`src/rtl/traffic_monitor_if.sv`:
```
// ============================================================================
// traffic_monitor_if : lamp lines, clear and status bus of the traffic monitor
// Revision: 1.0
// ============================================================================
`default_nettype none

interface traffic_monitor_if #(
  parameter int CNT_W = 8
);
  logic             green;
  logic             yellow;
  logic             red;
  logic             clear;
  logic [1:0]       phase;
  logic             err;
  logic [2:0]       err_code;
  logic [CNT_W-1:0] cycle_cnt;
  logic [CNT_W-1:0] dwell;

  modport master (
    output green, yellow, red, clear,
    input  phase, err, err_code, cycle_cnt, dwell
  );

  modport slave (
    input  green, yellow, red, clear,
    output phase, err, err_code, cycle_cnt, dwell
  );
endinterface

`default_nettype wire

```
`src/rtl/traffic_monitor.sv`:
```
// ============================================================================
// traffic_monitor : checks G->Y->R lamp sequence and dwell, flags first error
// Revision: 1.0
// ============================================================================
`default_nettype none

module traffic_monitor #(
  parameter int MAX_DWELL = 1,
  parameter int CNT_W     = 8
) (
  input  logic             clk,
  input  logic             rst,
  traffic_monitor_if.slave mon
);

  typedef enum logic [2:0] {
    IDLE  = 3'd0,
    S_G   = 3'd1,
    S_Y   = 3'd2,
    S_R   = 3'd3,
    FAULT = 3'd4
  } state_t;

  logic [2:0]       lamp_q;
  state_t           state_q, state_d;
  logic [1:0]       phase_q, phase_d;
  logic             err_q;
  logic [2:0]       code_q;
  logic [CNT_W-1:0] cnt_q;
  logic [CNT_W-1:0] dwell_q;

  logic       is_off, is_g, is_y, is_r, is_multi;
  logic       advance, stay;
  logic [2:0] fault;

  assign is_off   = (lamp_q == 3'b000);
  assign is_g     = (lamp_q == 3'b100);
  assign is_y     = (lamp_q == 3'b010);
  assign is_r     = (lamp_q == 3'b001);
  assign is_multi = !(is_off || is_g || is_y || is_r);

  always_comb begin
    fault   = 3'd0;
    advance = 1'b0;
    stay    = 1'b0;
    state_d = state_q;
    phase_d = phase_q;
    if (is_multi) begin
      fault = 3'd1;
    end else begin
      case (state_q)
        IDLE: begin
          if (is_g) begin
            advance = 1'b1;
            state_d = S_G;
            phase_d = 2'b01;
          end else if (!is_off) begin
            fault = 3'd2;
          end
        end
        S_G: begin
          if (is_g) stay = 1'b1;
          else if (is_y) begin
            advance = 1'b1;
            state_d = S_Y;
            phase_d = 2'b10;
          end else if (is_off) fault = 3'd4;
          else fault = 3'd2;
        end
        S_Y: begin
          if (is_y) stay = 1'b1;
          else if (is_r) begin
            advance = 1'b1;
            state_d = S_R;
            phase_d = 2'b11;
          end else if (is_off) fault = 3'd4;
          else fault = 3'd2;
        end
        S_R: begin
          if (is_r) stay = 1'b1;
          else if (is_g) begin
            advance = 1'b1;
            state_d = S_G;
            phase_d = 2'b01;
          end else if (is_off) fault = 3'd4;
          else fault = 3'd2;
        end
        default: ;
      endcase
    end
    // Repeating a phase that already reached its limit is the dwell violation.
    if (stay && (dwell_q == CNT_W'(MAX_DWELL))) fault = 3'd3;
  end

  always_ff @(posedge clk or posedge rst) begin
    if (rst) begin
      lamp_q  <= 3'b000;
      state_q <= IDLE;
      phase_q <= 2'b00;
      err_q   <= 1'b0;
      code_q  <= 3'd0;
      cnt_q   <= '0;
      dwell_q <= '0;
    end else begin
      lamp_q <= {mon.green, mon.yellow, mon.red};
      if (mon.clear) begin
        state_q <= IDLE;
        phase_q <= 2'b00;
        err_q   <= 1'b0;
        code_q  <= 3'd0;
        cnt_q   <= '0;
        dwell_q <= '0;
      end else if (state_q != FAULT) begin
        if (fault != 3'd0) begin
          state_q <= FAULT;
          err_q   <= 1'b1;
          code_q  <= fault;
          dwell_q <= '0;
        end else begin
          state_q <= state_d;
          phase_q <= phase_d;
          if (advance) begin
            dwell_q <= CNT_W'(1);
            if ((state_q == S_R) && (cnt_q != '1)) cnt_q <= cnt_q + CNT_W'(1);
          end else if (stay) begin
            dwell_q <= dwell_q + CNT_W'(1);
          end
        end
      end
    end
  end

  assign mon.phase     = phase_q;
  assign mon.err       = err_q;
  assign mon.err_code  = code_q;
  assign mon.cycle_cnt = cnt_q;
  assign mon.dwell     = dwell_q;

endmodule

`default_nettype wire

```
`src/flat_wrapper.sv`:
```
// flat-port wrapper written by rule: the top's interface ports become plain ports
module traffic_monitor_flat 
#(
  parameter int MAX_DWELL = 1,
  parameter int CNT_W     = 8
)
  (clk, rst, mon_green, mon_yellow, mon_red, mon_clear, mon_phase, mon_err, mon_err_code, mon_cycle_cnt, mon_dwell);
  traffic_monitor_if #(.CNT_W(CNT_W)) mon_i ();
  input  logic clk;
  input  logic rst;
  input wire logic [$bits(mon_i.green)-1:0] mon_green;
  input wire logic [$bits(mon_i.yellow)-1:0] mon_yellow;
  input wire logic [$bits(mon_i.red)-1:0] mon_red;
  input wire logic [$bits(mon_i.clear)-1:0] mon_clear;
  output wire logic [$bits(mon_i.phase)-1:0] mon_phase;
  output wire logic [$bits(mon_i.err)-1:0] mon_err;
  output wire logic [$bits(mon_i.err_code)-1:0] mon_err_code;
  output wire logic [$bits(mon_i.cycle_cnt)-1:0] mon_cycle_cnt;
  output wire logic [$bits(mon_i.dwell)-1:0] mon_dwell;
  assign mon_i.green = mon_green;
  assign mon_i.yellow = mon_yellow;
  assign mon_i.red = mon_red;
  assign mon_i.clear = mon_clear;
  assign mon_phase = mon_i.phase;
  assign mon_err = mon_i.err;
  assign mon_err_code = mon_i.err_code;
  assign mon_cycle_cnt = mon_i.cycle_cnt;
  assign mon_dwell = mon_i.dwell;
  traffic_monitor #(.MAX_DWELL(MAX_DWELL), .CNT_W(CNT_W)) u_core (.clk(clk), .rst(rst), .mon(mon_i));
endmodule
```
`config.mk`:
```
export PLATFORM = sky130hd
export DESIGN_NAME = traffic_monitor_flat
export DESIGN_NICKNAME = d
export VERILOG_FILES = /design/src/rtl/traffic_monitor_if.sv /design/src/rtl/traffic_monitor.sv /design/src/flat_wrapper.sv
export SDC_FILE = /design/constraint.sdc
export NUM_CORES = 1
export LEC_CHECK = 0
export BUFFER_PORTS_ARGS = -buffer_cell sky130_fd_sc_hd__buf_2
export CORE_ASPECT_RATIO = 0.6
export CORE_MARGIN = 4
export CORE_UTILIZATION = 60
export CTS_CLUSTER_SIZE = 10
export DETAILED_ROUTE_END_ITERATION = 6
export PLACE_DENSITY_LB_ADDON = 0.25
export SETUP_SLACK_MARGIN = 0.2
export SLEW_MARGIN = 5
export SYNTH_ARGS = -nofsm -noshare
export SYNTH_HDL_FRONTEND = slang
export SYNTH_SLANG_ARGS = --single-unit
```
`constraint.sdc`:
```
create_clock -name clk -period 3.1 [get_ports clk]
set_input_delay 0.62 -clock clk [delete_from_list [all_inputs] [get_ports clk]]
set_output_delay 0.62 -clock clk [all_outputs]
set_load 0.05 [all_outputs]
```
**Word level (Yosys, flattened, before mapping)**

Index checks and enable logic that the tools add are counted.

- Flip-flop bits (word level): 28
- Bits of input ports: 6
- Output and inout bits: 22
- Word-level logic and storage cells: 111

- Add/subtract/negate cells: 2
- Eq/ne operators: 20
- Muxes and demuxes: 60
- Reductions and logical operators: 22

Operator list:

| kind | number |
|---|---|
| 8-bit 2-to-1 mux | 10 |
| 3-bit 2-to-1 mux | 23 |
| 3-bit case mux with 4 select lines | 2 |
| 2-bit 2-to-1 mux | 11 |
| 8-bit by 1-bit adder with 8-bit output (second input constant) | 2 |
| 3-bit != test (second input constant) | 4 |
| 4-bit != test (second input constant) | 3 |
| 1-bit 2-to-1 mux | 11 |
| 2-bit nonzero test | 5 |
| 3-bit by 2-bit equality test with 1-bit output (second input constant) | 3 |
| 9-bit AND reduction | 1 |
| 8-bit by 1-bit equality test with 1-bit output (second input constant) | 1 |
| 4-bit by 2-bit != test with 1-bit output (second input constant) | 2 |
| 8-bit != test (second input constant) | 1 |
| 2-bit case mux with 4 select lines | 1 |
| 8-bit AND reduction | 1 |
| 3-bit by 1-bit equality test with 1-bit output (second input constant) | 2 |
| 3-bit zero test | 2 |
| 3-bit by 2-bit != test with 1-bit output (second input constant) | 2 |
| 3-bit nonzero test | 2 |
| 6-bit nonzero test | 1 |
| 5-bit nonzero test | 1 |
| 1-bit case mux with 4 select lines | 1 |
| 2-bit AND reduction | 2 |
| other kinds (7) | 10 |

**Longest topological paths before layout**

- Depth after elaboration: 11
- Depth in mapped cells: 8

**Least setup slack after synthesis**

No wires, ideal clock.

- Path kind: register to register
- Start point: reg u_core.dwell_q[0], in the netlist u_core.mon.dwell[0]
- End point: reg u_core.dwell_q[1], in the netlist u_core.mon.dwell[1]
- Arrival time: 2.294 ns
- Required time: 2.959 ns
- Path slack: 0.665 ns
- Cell stages (with the launch flop): 7
- Path buffers: 0
- Clock period less this slack: 2.435 ns
- Cell sequence: dfrtp_1 -> ha_1 -> or4b_2 -> nor4_1 -> o21ai_1 -> a31oi_2 -> a2111oi_1

- Cells in the longest elaborated chain, start to end: 7
- Elaborated cells on any way between the ends: 12

Ends and longest elaborated chain:

| element | line | text |
|---|---|---|
| start: declaration | traffic_monitor.sv:30 | `logic [CNT_W-1:0] dwell_q;` |
| start signal: assignment | traffic_monitor.sv:126 | `dwell_q <= dwell_q + CNT_W'(1);` |
| branches (longest 7 deep; another with 8-bit by 1-bit adder with 8-bit output) | -- |  |

Several ways; the timed one is not identified. The select of a mux whose other input is x is not followed.
A chain may end at the register's enable or synchronous reset.

**Worst setup path after layout**

- Start point: reg u_core.state_q[1]
- End point: reg u_core.cnt_q[5], in the netlist u_core.mon.cycle_cnt[5]

- Cells in the longest elaborated chain, start to end: 8
- Elaborated cells on any way between the ends: 20

Ends and longest elaborated chain:

| element | line | text |
|---|---|---|
| start: declaration | traffic_monitor.sv:25 | `state_t state_q, state_d;` |
| start signal: assignment | traffic_monitor.sv:120 | `state_q <= state_d;` |
| 3-bit by 2-bit equality test with 1-bit output, or another cell as far along | traffic_monitor.sv:51, traffic_monitor.sv:124 |  |
| 1-bit case mux with 3 select lines | traffic_monitor.sv:51 | `case (state_q)` |
| 1-bit 2-to-1 mux | traffic_monitor.sv:48 | `if (is_multi) begin` |
| 1-bit logical AND | traffic_monitor.sv:92 | `if (stay && (dwell_q == CNT_W'(MAX_DWELL))) fault = 3'd3;` |
| 3-bit 2-to-1 mux | traffic_monitor.sv:92 |  |
| 3-bit nonzero test | traffic_monitor.sv:114 | `if (fault != 3'd0) begin` |
| 2-bit != test (no line) | -- |  |
| 4-bit AND reduction (no line) * | -- |  |
| end signal: assignment | traffic_monitor.sv:124 | `if ((state_q == S_R) && (cnt_q != '1)) cnt_q <= cnt_q + CNT_W'(1);` |
| end: declaration | traffic_monitor.sv:29 | `logic [CNT_W-1:0] cnt_q;` |

Every way passes the cells marked *; elsewhere a longest branch is shown, timed or not.

==> results.sh <==
export IMPL_grt_util_met2_pct=35.13
export IMPL_grt_pass1_vias=1415
export IMPL_htree_levels=1
export IMPL_clock_skew_final_ns=0.003248
export IMPL_grt_pass1_wl_um=6658
export IMPL_placedInstanceArea_mm2=0.001807
export IMPL_final_area_mm2=0.001848
export IMPL_num_antenna_cells=0
export IMPL_share_of_the_synthesized_area_in_the_top_cell_type_pct=41.70
export IMPL_critical_path_class="reg -> reg"
export IMPL_hp_class="in -> reg"
export IMPL_ys_top_cells_by_count="dfrtp_1, a21oi_1, nor2_1"
export IMPL_peakVddDrop_v=0.0002309
export IMPL_gr_usage_all_layers_pct=21.85
export IMPL_met3_usage_pct=4.613
export IMPL_io_pin_count=28
export IMPL_floorplan_core_area_mm2=0.002592
export IMPL_finalMaxSlewViolations=0
export IMPL_die_area_mm2=0.003739
export IMPL_netlist_top_cell_by_area="dfrtp_1"
export IMPL_arrival_ns=2.73
export IMPL_viasPerCell=6.374
export IMPL_grt_util_met1_pct=30.58
export IMPL_grt_antenna_before_repair=0
export IMPL_grt_busiest_layer="met2"
export IMPL_port_buffers=27
export IMPL_tightestPinTransition_ns=1.088
export IMPL_detailed_place_hpwl_um=2700
export IMPL_layout_min_cycle_time_ns=2.566
export IMPL_leakage_nw=0.8117
export IMPL_ctsLongestPathBuffers=2
export IMPL_grt_overflow_total=0
export IMPL_cts_tree="built"
export IMPL_post_route_period_util_pct=82.76
export IMPL_clock_root_buffer="clkbuf_8"
export IMPL_initial_core_util_pct=64.82
export IMPL_drt_pre_antenna_iters=4
export IMPL_seq_area_frac_synth_pct=41.70
export IMPL_timing_final_hold_violations=0
export IMPL_clkTransAtPathRegs_ns=0.09
export IMPL_cts_hold_buffers_added=0
export IMPL_timing_fmax_mhz=389.8
export IMPL_drv_cap=0
export IMPL_synth_enable_flop_cells=0
export IMPL_floorplan_die_width_um=76.32
export IMPL_worst_skew_pair_late_latency_ns=0.27
export IMPL_finalWeightedCongestion=0.8087
export IMPL_first_iter_violations=218
export IMPL_max_slew_margin_pct=27.41
export IMPL_power_per_cell_area_mw_per_mm2=358.6
export IMPL_most_common_flop_cell_mapped_by_yosys="dfrtp_1"
export IMPL_drc_errors=0
export IMPL_placementRows=14
export IMPL_grt_start_max_net_pins=30
export IMPL_cts_num_sinks=28
export IMPL_overall_routed_net_length_um=3766
export IMPL_final_hold_worst_slack_ns=0.4446
export IMPL_synth_top_cells_by_area="dfrtp_1, a21oi_1, o21ai_0, xor2_1, nor2_1"
export IMPL_timing_final_setup_violations=0
export IMPL_critical_path_peak_fanout=19
export IMPL_synthesized_netlist_cell_count=175
export IMPL_timing_critical_path_to_type="register"
export IMPL_synth_cell_type_count=53
export IMPL_post_synthesis_to_final_layout_area_growth_pct=9.977
export IMPL_mean_instance_size_in_the_synthesized_netlist_um2=9.602
export IMPL_final_antenna_net_count=0
export IMPL_yosys_warnings=0
export IMPL_post_cts_setup_buffer_count=0
export IMPL_via_count=1447
export IMPL_required_arrival_time_at_the_worst_endpoint_ns=3.27
export IMPL_synth_area_mm2=0.001680
export IMPL_ys_seq_elements=28
export IMPL_rsz0062_at_grt="false"
export IMPL_totalNegativeSetupSlack_ns=0
export IMPL_post_drt_wl_per_cell_um=16.59
export IMPL_synth_most_common_cell="dfrtp_1"
export IMPL_nets=206
export IMPL_die_height_um=48.99
export IMPL_resized_after_cts=0
export IMPL_numCtsBuffers=3
export IMPL_post_synthesis_async_set_or_reset_flop_share_pct=100.0
export IMPL_drive_gt1_share_pct=22.05
export IMPL_synthesis_nets=184
export IMPL_timing_critical_path_from_type="register"
export IMPL_run_status="completed"
-- cells in the final DEF, fill, tap and decap left out, types with 3 or more instances in the layout --
cell type,n
nand2b_1,5
ha_1,3
a31oi_1,3
dfrtp_1,28
nand2_1,7
buf_2,27
inv_1,6
clkbuf_8,3
o31ai_1,3
nor2b_1,3
nor3b_1,3
nand4_1,3
nand3_1,5
a21oi_1,12
or3_1,4
nor4_1,3
mux2_2,3
o21ai_0,9
nor2_1,11
xor2_1,5
or4_1,3
and3_1,3
nor3_1,8
-- area by class of cell --
cell class	count	area, um2
Clock buffer	3	41.29
Fill cell	204	744.5
Inverter	6	22.52
Multi-Input combinational cell	129	893.4
Sequential cell	28	700.7
Tap cell	32	40.04
Timing Repair Buffer	29	150.1
-- where the power goes --
group	internal, mW	switching (mW)	total, mW	leakage (nW)
logic	0.0222	0.0565	0.0786	0.410
clock network	0.0874	0.110	0.197	0.0216
registers	0.373	0.0144	0.387	0.380
-- logic make-up after synthesis --
family / count (synthesis) / synth area share, %
flops: 28 / 41.70
fa+ha+maj: 4 / 2.830
mux: 4 / 2.606
compound gates: 45 / 19.81
xor+xnor: 7 / 3.649
simple gates: 69 / 24.27
buf+inv: 18 / 5.138
-- metal layers --
metal	up-vias	wire (um)
met3	6	220
met2	45	1728
li1	691	-
met1	705	1778
met5	-	0
met4	0	38
-- final timing paths --
| kind | from | end | slack [ns] | depth (start not counted) |
|---|---|---|---|---|
| setup / recovery | u_core.state_q[1]$_DFFE_PP0P_ | u_core.mon.cycle_cnt[5]$_DFFE_PP0P_ | 0.53 | 5 |
| hold / removal | mon_yellow | u_core.lamp_q[1]$_DFF_PP0_ | 0.44 | 1 |
| setup reg to reg | u_core.state_q[1]$_DFFE_PP0P_ | u_core.mon.cycle_cnt[5]$_DFFE_PP0P_ | 0.53 | 5 |
| hold reg to reg | u_core.mon.err$_DFFE_PP0P_ | u_core.mon.err$_DFFE_PP0P_ | 0.53 | 1 |
| max in group asynchronous | rst | u_core.mon.err_code[2]$_DFFE_PP0P_ | 1.84 | 2 |
| min in group asynchronous | rst | u_core.mon.err$_DFFE_PP0P_ | 0.60 | 2 |
-- flip-flops by register name, indices dropped and copies added (netlist names) --
name                  cells
u_core.mon.dwell          8
u_core.state_q            3
u_core.mon.cycle_cnt      8
u_core.mon.err_code       3
u_core.mon.err            1
u_core.lamp_q             3
u_core.mon.phase          2
-- critical path: stages, from the launching register on --
cell,delay [ns]
dfrtp_1,0.61
nand2b_1,0.20
or3_1,0.36
a311o_1,0.51
nor4_1,0.40
mux2_2,0.37
-- metrics by stage --
stage | setup WS (ns) | cells | util (%) | power, mW
finish | 0.5344 | 227 | 71.28 | 0.6627
global route | 0.3272 | 227 | 71.28 | 0.6952
CTS | 0.5330 | 227 | 71.28 | 0.6702
detailed placement | 0.5439 | 224 | 69.69 | 0.4730
global placement | 0.6615 | 224 | 69.69 | 0.4700
floorplan | 0.6647 | 175 | - | 0.4552
(Power assumes the default switching activity.)
